[config.mk]
export PLATFORM = sky130hd
export DESIGN_NAME = fetch_queue
export DESIGN_NICKNAME = d
export VERILOG_FILES = /design/src/rtl/fetch_queue.sv
export SDC_FILE = /design/constraint.sdc
export NUM_CORES = 1
export LEC_CHECK = 0
export ABC_AREA = 1
export BUFFER_PORTS_ARGS = -buffer_cell sky130_fd_sc_hd__buf_2
export CAP_MARGIN = 20
export CORE_MARGIN = 10
export CORE_UTILIZATION = 35
export DETAILED_ROUTE_END_ITERATION = 12
export PLACE_DENSITY = 0.52
export REMOVE_ABC_BUFFERS = 1
export SYNTH_ARGS = -nofsm -noshare
export SYNTH_HDL_FRONTEND = slang
export SYNTH_SLANG_ARGS = --single-unit
[constraint.sdc]
create_clock -name clk -period 4.51 [get_ports clk]
set_input_delay 0.451 -clock clk [delete_from_list [all_inputs] [get_ports clk]]
set_output_delay 0.451 -clock clk [all_outputs]
set_load 0.01 [all_outputs]
[src/rtl/fetch_queue.sv]
// rtl/fetch_queue.sv - circular {pc, instr} fetch queue between fetch and decode
// Optional zero-latency empty-queue bypass: define FETCH_QUEUE_BYPASS_EN.
module fetch_queue #(
  parameter int DEPTH = 4
) (
  input  logic                       clk,
  input  logic                       reset,
  input  logic                       flush,
  input  logic                       in_valid,
  output logic                       in_ready,
  input  logic [31:0]                in_pc,
  input  logic [31:0]                in_instr,
  output logic                       out_valid,
  input  logic                       out_ready,
  output logic [31:0]                out_pc,
  output logic [31:0]                out_instr,
  output logic [$clog2(DEPTH):0]     count
);
  localparam int AW = $clog2(DEPTH);
  localparam int CW = AW + 1;
  localparam logic [CW-1:0] FULL_CNT = CW'(DEPTH);

  logic [31:0]   pc_mem    [DEPTH];
  logic [31:0]   instr_mem [DEPTH];
  logic [AW-1:0] head;
  logic [AW-1:0] tail;
  logic [CW-1:0] cnt;
  logic          empty;
  logic          full;
  logic          bypass;
  logic          enq;
  logic          deq;
  logic          wr_en;
  logic          rd_adv;

  assign empty    = (cnt == '0);
  assign full     = (cnt == FULL_CNT);
  assign in_ready = !full && !flush;
  assign enq      = in_valid && in_ready;

`ifdef FETCH_QUEUE_BYPASS_EN
  assign bypass = empty && in_valid && !flush;
`else
  assign bypass = 1'b0;
`endif

  assign out_valid = !empty || bypass;
  assign deq       = out_valid && out_ready;
  // A bypassed word taken by decode the same cycle never touches storage.
  assign wr_en     = enq && !(bypass && out_ready);
  assign rd_adv    = deq && !bypass;
  assign count     = cnt;

  always_comb begin
    out_pc    = '0;
    out_instr = '0;
`ifdef FETCH_QUEUE_BYPASS_EN
    if (bypass) begin
      out_pc    = in_pc;
      out_instr = in_instr;
    end else if (!empty) begin
      out_pc    = pc_mem[head];
      out_instr = instr_mem[head];
    end
`else
    if (!empty) begin
      out_pc    = pc_mem[head];
      out_instr = instr_mem[head];
    end
`endif
  end

  always_ff @(posedge clk) begin
    if (reset || flush) begin
      head <= '0;
      tail <= '0;
      cnt  <= '0;
    end else begin
      if (wr_en)
        tail <= tail + 1'b1;
      if (rd_adv)
        head <= head + 1'b1;
      case ({wr_en, rd_adv})
        2'b10:   cnt <= cnt + 1'b1;
        2'b01:   cnt <= cnt - 1'b1;
        default: cnt <= cnt;
      endcase
    end
  end

  // Storage carries no reset; out_* are masked to zero while empty.
  always_ff @(posedge clk) begin
    if (wr_en && !reset) begin
      pc_mem[tail]    <= in_pc;
      instr_mem[tail] <= in_instr;
    end
  end
endmodule

Yosys cells after proc, flatten, opt, wreduce, memory -nomap -nowiden

Memories as Yosys holds them, arrays and structs flattened. A register that Yosys moved wholly into a read port is not among the register bits.
Index checks and enable logic that the tools add are counted.

Bits in writable memories: 256
Memories: 2
Latch bits: 0
Bits in read-only memories: 0
Flip-flop bits (word level): 7
Input port bits: 69
Output and inout bits: 69
Word-level logic and storage cells: 32

Memory list:

| memory    | words | width | read ports | clocked after Yosys merged registers in | wr ports | line | source |
|---|---|---|---|---|---|---|---|
| instr_mem | 4     | 32    | 1          | 1                                       | 1        | 24   | `logic [31:0] instr_mem [DEPTH];` |
| pc_mem    | 4     | 32    | 1          | 1                                       | 1        | 23   | `logic [31:0] pc_mem [DEPTH];` |

Bitwise gates (word level): 0
Multiplexer cells: 9
Order comparisons: 0
Reductions and logical operators: 11
Shifts and indexed selects: 0
Multipliers: 0
Div/mod/pow operators: 0
Add/sub/neg operators: 4
Equality and inequality tests: 3

Operators by type and width:

| kind                | number |
|---|---|
| $mux 32             | 2 |
| $mux 2              | 4 |
| $pmux 3 s2          | 1 |
| $add 2x1->2 const B | 2 |
| $logic_and 1x1->1   | 4 |
| $logic_not 1->1     | 4 |
| $add 3x1->3 const B | 1 |
| $eq 3x3->1 const B  | 1 |
| $logic_not 3->1     | 1 |
| $sub 3x1->3 const B | 1 |
| $eq 2x1->1 const B  | 1 |
| $eq 2x2->1 const B  | 1 |
| $mux 1              | 2 |
| $reduce_bool 2->1   | 1 |
| $logic_or 1x1->1    | 1 |

Logic depth before layout (Yosys ltp)

Gate-level depths: netlist (run 1).

Word-level depth: 7
Depth in mapped cells: 13
Mapped depth without buffers: 13

Worst setup path after synthesis (run 1)

OpenSTA, ideal clock, no wires.

Kind: reg2reg
Start: register cnt[1], in the netlist count[1]
End: memory instr_mem[0][0], enable pin
Cell stages (with the launch flop): 5
Required time: 4.023 ns
Clock period less this slack: 4.109 ns
Path buffers: 0
Arrival: 3.622 ns
Setup slack: 0.401 ns
Setup time: 0.487 ns
Cells stage by stage: dfxtp_1 nor2_1 a21oi_1 nand3b_1 nor2_1

Cells in the longest elaborated chain, start to end: 7

RTL lines:

| element                      | line | source |
|---|---|---|
| from (decl)                  | 27   | `logic [CW-1:0] cnt;` |
| from (signal assigned)       | 84   | `2'b10: cnt <= cnt + 1'b1;` |
| from (signal assigned)       | 85   | `2'b01: cnt <= cnt - 1'b1;` |
| from (signal assigned)       | 86   | `default: cnt <= cnt;` |
| $eq 3x3->1                   | 37   | `assign full = (cnt == FULL_CNT);` |
| $logic_not 1->1              | 38   | `assign in_ready = !full && !flush;` |
| $logic_and 1x1->1            | 38   |  |
| net in_ready                 | 10   | `output logic in_ready,` |
| $logic_and 1x1->1            | 39   | `assign enq = in_valid && in_ready;` |
| $logic_and 1x1->1            | 93   | `if (wr_en && !reset) begin` |
| $mux 1                       | 93   |  |
| $mux 1 (implied by the code) | 95   | `instr_mem[tail] <= in_instr;` |
| to (decl)                    | 24   |  |

The timed path passes the listed nets, and every way through them passes these cells.

==> results of run 1 <==
-- layer usage --
layer / track usage (%) / part of all wire (%)
met3: 3.49 / 6.2
met2: 21.6 / 47
met1: 17.4 / 45
met4: 3.04 / 1.4
met5: 0 / 0.31
-- report_power, final --
part | internal [W] | total, W | switching, W
Combinational | 0.0000790 | 0.000246 | 0.000167
Sequential | 0.00273 | 0.00274 | 0.0000117
Clock | 0.00132 | 0.00223 | 0.000906
-- worst max-delay path, delay by kind of cell, from the launching register on --
family | cells | cell delay (ps)
and+or+nand+nor | 2 | 210
buffers and inverters | 2 | 900
DFF | 1 | 870
AOI/OAI and AO/OA | 2 | 440
-- cell usage in the layout (no fill, tap or decap) --
cell,instances
clkbuf_1,8
buf_2,137
edfxtp_1,256
nor2_1,265
bufinv_16,2
clkinv_2,4
nand2_1,17
inv_1,20
nor2_4,4
dfxtp_4,2
diode_2,1
clkbuf_8,2
clkbuf_16,29
o21ai_1,10
a21oi_1,68
inv_4,1
buf_12,2
nand3b_1,1
inv_6,1
clkinv_1,5
dfxtp_1,7
buf_4,9
o21ai_0,120
nand3_1,3
clkinv_4,1
inv_2,2
fa_1,1
buf_16,1
ha_1,5
nand4_1,2
-- cells by family (layout without fill, tap and decap cells) --
kind of cell / after synthesis / after routing
compound gates: 198 / 198
simple gates: 292 / 292
buf+inv: 70 / 224
other cells: 0 / 1
fa+ha+maj: 6 / 6
flops: 265 / 265
-- how the worst max path moves through the flow --
stage	from	endpoint	slack (ps)
global placement	flop	out_instr[8]	1590
finish	flop	out_instr[8]	1100
CTS	flop	out_instr[8]	1050
global route	flop	out_instr[8]	900
floorplan	flop	out_instr[30]	-140
detailed placement	flop	out_instr[8]	1620
-- sequential cells by signal, summed over array words and instances, names as in the netlist, named ones only --
signal,flops
count,3
head,2
instr_mem,128
pc_mem,128
tail,2
-- stage by stage --
| stage | TNS, ps | hold slack, ps | utilization [%] | power, W |
|---|---|---|---|---|
| after floorplan | -6500 | 461 | - | 0.00290 |
| after global placement | 0 | 484 | 38.7 | 0.00304 |
| after detailed placement | 0 | 477 | 38.9 | 0.00304 |
| after CTS | 0 | 101 | 41.9 | 0.00527 |
| after global routing | 0 | 107 | 41.9 | 0.00540 |
| final | 0 | 123 | 41.9 | 0.00521 |
-- cell type report --
class | instances | area [µm²] | area share (%)
diodes | 1 | 2.50 | 0.0202
clock buffers | 39 | 783 | 6.32
clock inverters | 13 | 116 | 0.939
inverters | 23 | 88.8 | 0.717
multi-input cells | 496 | 2210 | 17.9
flip-flops and latches | 265 | 7880 | 63.6
well taps | 390 | 488 | 3.94
repair buffers | 149 | 821 | 6.63
==> key figures, run 1 <==
Logic synthesis
  • Syn Std Cell Area: approximately 10000 µm²
  • Register bit total from synthesis: 265
  • Synth warn: 0
  • Count leader, synth: nor2_1
  • EDFF count, synth: about 260
  • Post-synthesis compound-gate area fraction: roughly a tenth
  • Adder-cell share of the synthesized area: 0.792%
  • Syn Inst Count: between 800 and 900
  • Netlist cell types: 19
  • Most frequent cells after synthesis: 269 x nor2_1, 256 x edfxtp_1, 120 x o21ai_0
  • Synth area leaders: edfxtp_1 74%, nor2_1 9.7%, o21ai_0 5.8%
  • Sequential cell area fraction in the yosys report: 75.4%
  • Share of the synthesized area in the top cell type: between 70% and 80%
  • Syn_area_per_cell: 12.6 µm²
  • Largest family of logic cells by synthesized area: simple AND/OR/NAND/NOR gates
  • Post-Synth Simple-Gate Area: a little over a tenth
  • Largest area contributor in the netlist: edfxtp_1
  • Ys async rst share: 0%
  • Synth Flop Type: edfxtp_1
  • Multiplexer share of the synthesized area: 0%
  • Synth Area in XOR/XNOR: 0%

Worst setup path
  • R2R Path End: instr_mem[2][13]$_DFFE_PP_
  • Worst r2r path cells: 5
  • Worst flop-to-flop path startpoint: count[0]$_SDFFE_PP0P_
  • Slowest CP cell: dfxtp_4
  • Most used cell, CP: nor2_1
  • R2R Setup Slk: slightly above 2000 ps
  • CP max stage delay: slightly below 900 ps
  • WS Path Type: reg2out
  • Crit-path cells: buf_4, nor2_1, nor2_1, o21ai_0, a21oi_1, buf_2
  • Crit. End Element: output port
  • Critical Path Start Type: flop
  • Req. time, crit path: ~4000 ps
  • CP max FO: 70
  • Crit path DAT: approximately 3000 ps

Clock network
  • CTS Buf Count: 29
  • CTS Sinks: 265
  • Post-CTS sizing: 0
  • Clock Latency Late Sink: approximately 540 ps
  • Root Buffer: clkbuf_16
  • Post-CTS setup buffers: 0
  • TritonCTS clock tree: yes
  • Clk slew on worst S/H paths: 60 ps
  • CTS Hold Bufs: 0
  • Clock Tree Buf Depth: 3
  • CTS H-tree depth: 1

Placement
  • Inst Count DP: 1323
  • I/O Buffers: approximately 140
  • Area after DPL: around 11000 µm²
  • DPL Wire Length: ~14000 µm
  • Post-Place Worst Slack: around 1600 ps
  • Final RePlAce weighted congestion: 0.703

Global route
  • Total track usage: between 10% and 20%
  • First-pass GRT wire length: 38200 µm
  • Largest net degree at the start of global routing: 71
  • Initial antenna violation count: 7
  • Gr ovfl total: 0
  • Vias in the first global route: roughly 6700

Pwr
  • VDD IR max: 0.000250 V
  • PD cells: around 420 nW/µm²
  • Leakage power: 4.49 nW

Final layout
  • Area Overhead vs Synth: 18.7%
  • Non-Filler Cell Area, Final: around 12000 µm²
  • Nets: just over 1000
  • Fraction of layout cells with a size suffix above 1: between 20% and 30%
  • Fin cells: 1376
  • Fill count: about 2800

Min path
  • Hold depth: 1
  • Hold crit path type: in2reg
  • Worst hold endpoint: instr_mem[3][1]$_DFFE_PP_
  • Min-Delay Startpoint: in_instr[1]

Drt
  • ANT nets after route: 0
  • Number of vias per cell: ~4.7
  • Routed Wire Length: ~25000 µm
  • # DRC: 0
  • Via count: 6513
  • Router iterations before antenna repair: 5
  • Initial DRC count: between 300 and 400
  • Drt wl/cell: approximately 18 µm

Floorplanning
  • Num rows: 63
  • Die height: 193 µm
  • Initial core utilization: between 30% and 40%
  • Die width: 193 µm
  • Die area: around 37000 µm²
  • Core area: 29600 µm²
  • Io pins: around 140

STA
  • Final hold vios: 0
  • Final setup violation count: 0
  • Fin. max-slew vios: 0
  • RSZ-0062 raised after global routing: false
  • Clock Skew: just over 20 ps
  • Post-route minimum period: ~3400 ps
  • Final worst-path cycle share: between 70% and 80%
  • Worst setup margin: 1100 ps
  • Fmax: between 200 and 300 MHz
  • Slew @ Worst Pin: 1060 ps
  • Slew Limit Headroom: about 29%

Job
  • Total of max-cap violations: 0

Status
  • Outcome: completed
(Power assumes the default switching activity.)
==> run 2, diff against run 1 <==
==> constraint.sdc (replaced) <==
create_clock -name clk -period 3.2 [get_ports clk]
set_input_delay 0.32 -clock clk [delete_from_list [all_inputs] [get_ports clk]]
set_output_delay 0.32 -clock clk [all_outputs]
set_load 0.01 [all_outputs]
==> run 2 against run 1 <==
- die area unchanged
- wire length down 0.34%
- clock skew down 13 ps
- clock power up 39%
- sequential share of layout area down 3.0 points
- core utilization up 2.1 points
==> key figures, run 2 (synthesis results as in run 1) <==
Status
  • Outcome: completed

Clock network
  • Post-CTS setup buffers: 0 (unchanged)
  • Clock Latency Late Sink: 530 ps (about the same)
  • Clk slew on worst S/H paths: 60 ps (about the same)
  • CTS Sinks: 265 (unchanged)
  • CTS Buf Count: 28 (-3.4%)
  • TritonCTS clock tree: yes
  • CTS H-tree depth: 1 (unchanged)
  • Clock Tree Buf Depth: 3 (unchanged)
  • Root Buffer: clkbuf_16

Min path
  • Worst hold endpoint: instr_mem[1][29]$_DFFE_PP_
  • Hold depth: 1 (unchanged)
  • Min-Delay Startpoint: in_instr[29]
  • Hold crit path type: in2reg

Worst setup path
  • R2R Setup Slk: 1060 ps (-1000 ps)
  • WS Path Type: reg2out
  • Crit path DAT: 2420 ps (-540 ps)
  • Worst flop-to-flop path startpoint: count[1]$_SDFFE_PP0P_
  • Req. time, crit path: 2880 ps (-1180 ps)
  • CP max stage delay: 620 ps (-250 ps)
  • R2R Path End: instr_mem[2][25]$_DFFE_PP_
  • Slowest CP cell: dfxtp_4
  • Crit. End Element: output port
  • Crit-path cells: buf_4, nor2_1, nor2_1, o21ai_0, a21oi_1, buf_2
  • CP max FO: 42 (-40%)
  • Critical Path Start Type: flop
  • Most used cell, CP: nor2_1
  • Worst r2r path cells: 5 (unchanged)

STA
  • Slew @ Worst Pin: 674 ps (-390 ps)
  • Final setup violation count: 0 (unchanged)
  • RSZ-0062 raised after global routing: false
  • Fmax: around 370 MHz
  • Fin. max-slew vios: 0 (unchanged)
  • Slew Limit Headroom: 55.1% (+26 points)
  • Clock Skew: 7.63 ps (-12.6 ps)
  • Post-route minimum period: between 2000 and 3000 ps
  • Final worst-path cycle share: between 80% and 90%
  • Final hold vios: 0 (unchanged)
  • Setup TNS: 0 ps (unchanged)

Pwr
  • VDD IR max: 0.000437 V (+74%)
  • PD cells: 566 nW/µm² (+34%)
  • Leakage power: 4.75 nW (+5.9%)
  • Total power: 0.00735 W (+41%)

Global route
  • Vias in the first global route: 6873 (+2.5%)
  • Gr ovfl total: 0 (unchanged)
  • Total track usage: 13.4% (+0.10 points)
  • Initial antenna violation count: 1 (-6)
  • Largest net degree at the start of global routing: 79 (+11%)
  • First-pass GRT wire length: 39100 µm (+2.5%)

Placement
  • Final RePlAce weighted congestion: 0.708 (+0.70%)
  • I/O Buffers: 137 (unchanged)
  • DPL Wire Length: 14300 µm (+1.8%)

Drt
  • Drt wl/cell: 17.5 µm (-4.7%)
  • Routed Wire Length: 25100 µm (-0.34%)
  • Via count: 6674 (+2.5%)
  • # DRC: 0 (unchanged)
  • ANT nets after route: 0 (unchanged)
  • Router iterations before antenna repair: 5 (unchanged)
  • Number of vias per cell: 4.64 (-2.0%)
  • Initial DRC count: 392 (+29%)

Final layout
  • Commonest non-fill, non-tap cell in the layout: nor2_1
  • Fraction of layout cells with a size suffix above 1: 19.5% (-0.53 points)
  • Nets: 1102 (+6.1%)
  • Most frequent cells in the layout: 265 x nor2_1, 256 x edfxtp_1, 137 x buf_2
  • Area Overhead vs Synth: 24.6%

Floorplanning
  • Die width: 193 µm (unchanged)
  • Die height: 193 µm (unchanged)
  • Io pins: 138 (unchanged)
  • Core area: 29600 µm² (unchanged)
  • Num rows: 63 (unchanged)
  • Die area: 37100 µm² (unchanged)
  • Initial core utilization: 35.3% (unchanged)

Job
  • Total of max-cap violations: 0 (unchanged)
==> run 2: changes by cell type in the layout (fill, tap and decap cells not counted), moves of 2 or more <==
cell / change
dlygate4sd3_1: +59
buf_4: +4
clkbuf_1: -3
clkinv_2: +3
buf_12: +2
clkbuf_8: -2
clkinvlp_4: +2
==> run 2: power by group <==
group	internal [W]	switching, W	leakage [nW]
Combinational	0.000164	0.000248	1.94
Clock	0.00181	0.00128	0.431
Sequential	0.00384	0.0000131	2.39
==> run 2: critical path, delay by kind of cell (launching register included) <==
kind / cells / cell delay, ps
buf+inv: 2 / 680
flops: 1 / 620
compound gates: 2 / 350
simple gates: 2 / 200
==> run 2: worst max-delay path by stage <==
stage          slack [ps]             to  cells past startpoint  from
2_1_floorplan       -1320  out_instr[30]                      3  flop
3_3_place_gp         1040     out_pc[16]                      6  flop
3_5_place_dp         1030      out_pc[5]                      6  flop
5_1_grt               280   out_instr[6]                      6  flop
6_report              460     out_pc[16]                      6  flop
4_1_cts               450   out_instr[6]                      6  flop
==> run 2: what timing repair did <==
action,4_1_cts,5_1_grt
resized for setup,0,0
endpoints found under the hold margin,224,7
hold buffers,57,2
==> run 2: through the flow <==
stage                     cell area (µm²)  setup WS, ps  util (%)  cells  hold slack (ps)
after floorplan                     10100         -1320         -    784              419
after global placement              11500          1040      39.0   1328              478
after detailed placement            11500          1030      39.0   1328              487
after CTS                           13000           446      43.9   1436             1.83
after global routing                13000           284      44.0   1439             9.10
final                               13000           463      44.0   1439             20.4
==> run 2: area by class of cell <==
class / count / area [µm²]
inverter: 23 / 88.8
multi-input combinational: 496 / 2210
antenna: 1 / 2.50
clock buffer: 34 / 744
timing repair buffer: 213 / 1450
sequential: 265 / 7880
fill: 2741 / 16600
tap: 390 / 488
clock inverter: 17 / 138
==> run 2: metal layers <==
layer  up-vias  part of all wire, %  global-route usage (%)  wire, µm
li1       3318                    -                       -         -
met1      3187                   46                    17.8     11500
met2       141                   47                    22.0     11900
met3        28                  5.6                    2.84      1400
met4         0                  1.5                    2.95       367
met5         -                    0                       0         0
==> run 3, diff against run 2 <==
--- a/config.mk
+++ b/config.mk
@@ -9,9 +9,9 @@
 export BUFFER_PORTS_ARGS = -buffer_cell sky130_fd_sc_hd__buf_2
 export CAP_MARGIN = 20
 export CORE_MARGIN = 10
-export CORE_UTILIZATION = 35
+export CORE_UTILIZATION = 51
 export DETAILED_ROUTE_END_ITERATION = 12
-export PLACE_DENSITY = 0.52
+export PLACE_DENSITY = 0.71
 export REMOVE_ABC_BUFFERS = 1
 export SYNTH_ARGS = -nofsm -noshare
 export SYNTH_HDL_FRONTEND = slang
==> run 3 against run 2 <==
- cell count decreased by 13%
- setup slack improved by 110 ps
- sequential power about the same
- die area decreased by 28%
- register-to-register slack got worse by 60 ps
- wire length decreased by 8.3%
==> key figures, run 3 (synthesis results as in run 1) <==
Clock network
  • Clock Tree Buf Depth: 3 (unchanged)
  • Post-CTS setup buffers: 0 (unchanged)
  • CTS H-tree depth: 1 (unchanged)
  • Clk slew on worst S/H paths: 60 ps (about the same)
  • TritonCTS clock tree: yes
  • CTS Buf Count: 26 (-7.1%)
  • Root Buffer: clkbuf_16
  • CTS Sinks: 265 (unchanged)
  • Clock Latency Late Sink: 520 ps (about the same)

Final layout
  • Area Overhead vs Synth: 16.9%
  • Commonest non-fill, non-tap cell in the layout: nor2_1
  • Non-Filler Cell Area, Final: 12200 µm² (-6.2%)
  • Most frequent cells in the layout: 265 x nor2_1, 256 x edfxtp_1, 137 x buf_2
  • Nets: 1037 (-5.9%)
  • Fraction of layout cells with a size suffix above 1: 19.7% (+0.21 points)

Worst setup path
  • Crit path DAT: 2300 ps (-120 ps)
  • CP max FO: 105 (+150%)
  • Slowest CP cell: dfxtp_4
  • Crit. End Element: output port
  • CP max stage delay: 530 ps (-90 ps)
  • Most used cell, CP: nor2_1
  • WS Path Type: reg2out
  • Req. time, crit path: 2880 ps (about the same)
  • Crit-path cells: buf_12, nor2_1, nor2_1, o21ai_0, a21oi_1, buf_2
  • Critical Path Start Type: flop

STA
  • Post-route minimum period: 2620 ps (-113 ps)
  • Final setup violation count: 0 (unchanged)
  • Fmax: 381 MHz (+4.3%)
  • Fin. max-slew vios: 0 (unchanged)
  • Clock Skew: 16.0 ps (+8.41 ps)
  • Final hold vios: 0 (unchanged)
  • Final worst-path cycle share: 82.0% (-3.5 points)
  • Slew @ Worst Pin: 837 ps (+162 ps)
  • Setup TNS: 0 ps (unchanged)
  • Slew Limit Headroom: 44.2% (-11 points)
  • RSZ-0062 raised after global routing: false

Drt
  • ANT nets after route: 0 (unchanged)
  • Routed Wire Length: 23000 µm (-8.3%)
  • Initial DRC count: 573 (+46%)
  • # DRC: 0 (unchanged)
  • Router iterations before antenna repair: 5 (unchanged)
  • Via count: 6619 (-0.82%)
  • Drt wl/cell: 18.4 µm (+5.3%)
  • Number of vias per cell: 5.29 (+14%)

Global route
  • Largest net degree at the start of global routing: 106 (+34%)
  • First-pass GRT wire length: 36400 µm (-7.0%)
  • Total track usage: 17.1% (+3.7 points)
  • Gr ovfl total: 0 (unchanged)
  • Initial antenna violation count: 3 (+2)
  • Vias in the first global route: 6783 (-1.3%)

Pwr
  • VDD IR max: 0.000501 V (+15%)
  • Leakage power: 4.45 nW (-6.3%)
  • PD cells: 575 nW/µm² (+1.7%)

Floorplanning
  • Io pins: 138 (unchanged)
  • Die height: 163 µm (-15%)
  • Num rows: 52 (-17%)
  • Die width: 163 µm (-15%)
  • Die area: 26600 µm² (-28%)
  • Core area: 20200 µm² (-32%)
  • Initial core utilization: 51.7% (+16 points)

Min path
  • Hold crit path type: in2reg

Placement
  • Area after DPL: 11400 µm² (-1.1%)
  • Final RePlAce weighted congestion: 0.789 (+11%)
  • I/O Buffers: 137 (unchanged)
  • DPL Wire Length: 13200 µm (-7.6%)

Job
  • Total of max-cap violations: 0 (unchanged)

Status
  • Outcome: completed
-- run 3: where the power goes --
group | switching [W] | internal, W | leakage (nW) | total (W)
sequential | 0.0000119 | 0.00384 | 2.39 | 0.00385
clock | 0.00119 | 0.00161 | 0.387 | 0.00281
combinational | 0.000237 | 0.000119 | 1.68 | 0.000356
-- run 3: per-stage QoR --
step	util, %	setup WS, ps	hold WS, ps	total power (W)	cells
after floorplan	-	-1320	419	0.00409	784
after global placement	56.5	1020	482	0.00428	1203
after detailed placement	56.5	983	493	0.00429	1203
after CTS	60.5	574	3.74	0.00708	1251
after global routing	60.5	397	4.75	0.00726	1251
final	60.5	577	15.2	0.00701	1252
-- run 3: layout make-up --
class	instances	area, µm²
clock inverter	15	93.8
antenna	1	2.50
fill	1623	7970
inverter	23	87.6
timing repair buffer	150	898
multi-input combinational	496	2210
clock buffer	32	694
tap	270	338
sequential	265	7870
-- run 3: per-layer routing --
| metal | wire length, µm | part of all wire [%] | track usage [%] | vias up |
|---|---|---|---|---|
| met3 | 1730 | 7.5 | 4.33 | 25 |
| li1 | - | - | - | 3190 |
| met5 | 34 | 0.15 | 0 | - |
| met2 | 11400 | 49 | 29.0 | 191 |
| met4 | 203 | 0.88 | 3.20 | 4 |
| met1 | 9700 | 42 | 21.9 | 3209 |
-- run 3: critical path, delay by kind of cell (launching register included) --
kind | cells | cell delay (ps)
simple gates | 2 | 190
flops | 1 | 530
compound gates | 2 | 360
buf+inv | 2 | 580
-- run 3: final timing paths --
kind	from	endpoint	slack [ps]	cells past startpoint
max	flop	out_instr[28]	580	6
min	in_instr[31]	instr_mem[2][31]$_DFFE_PP_	20	1
max reg2reg	count[1]$_SDFFE_PP0P_	pc_mem[1][25]$_DFFE_PP_	1000	5
min reg2reg	count[0]$_SDFFE_PP0P_	count[0]$_SDFFE_PP0P_	500	2
-- run 3: what timing repair did --
action / in CTS / in global routing
resized for setup: 0 / 0
hold buffers: 1 / 0
hold endpoints to repair: 2 / 0
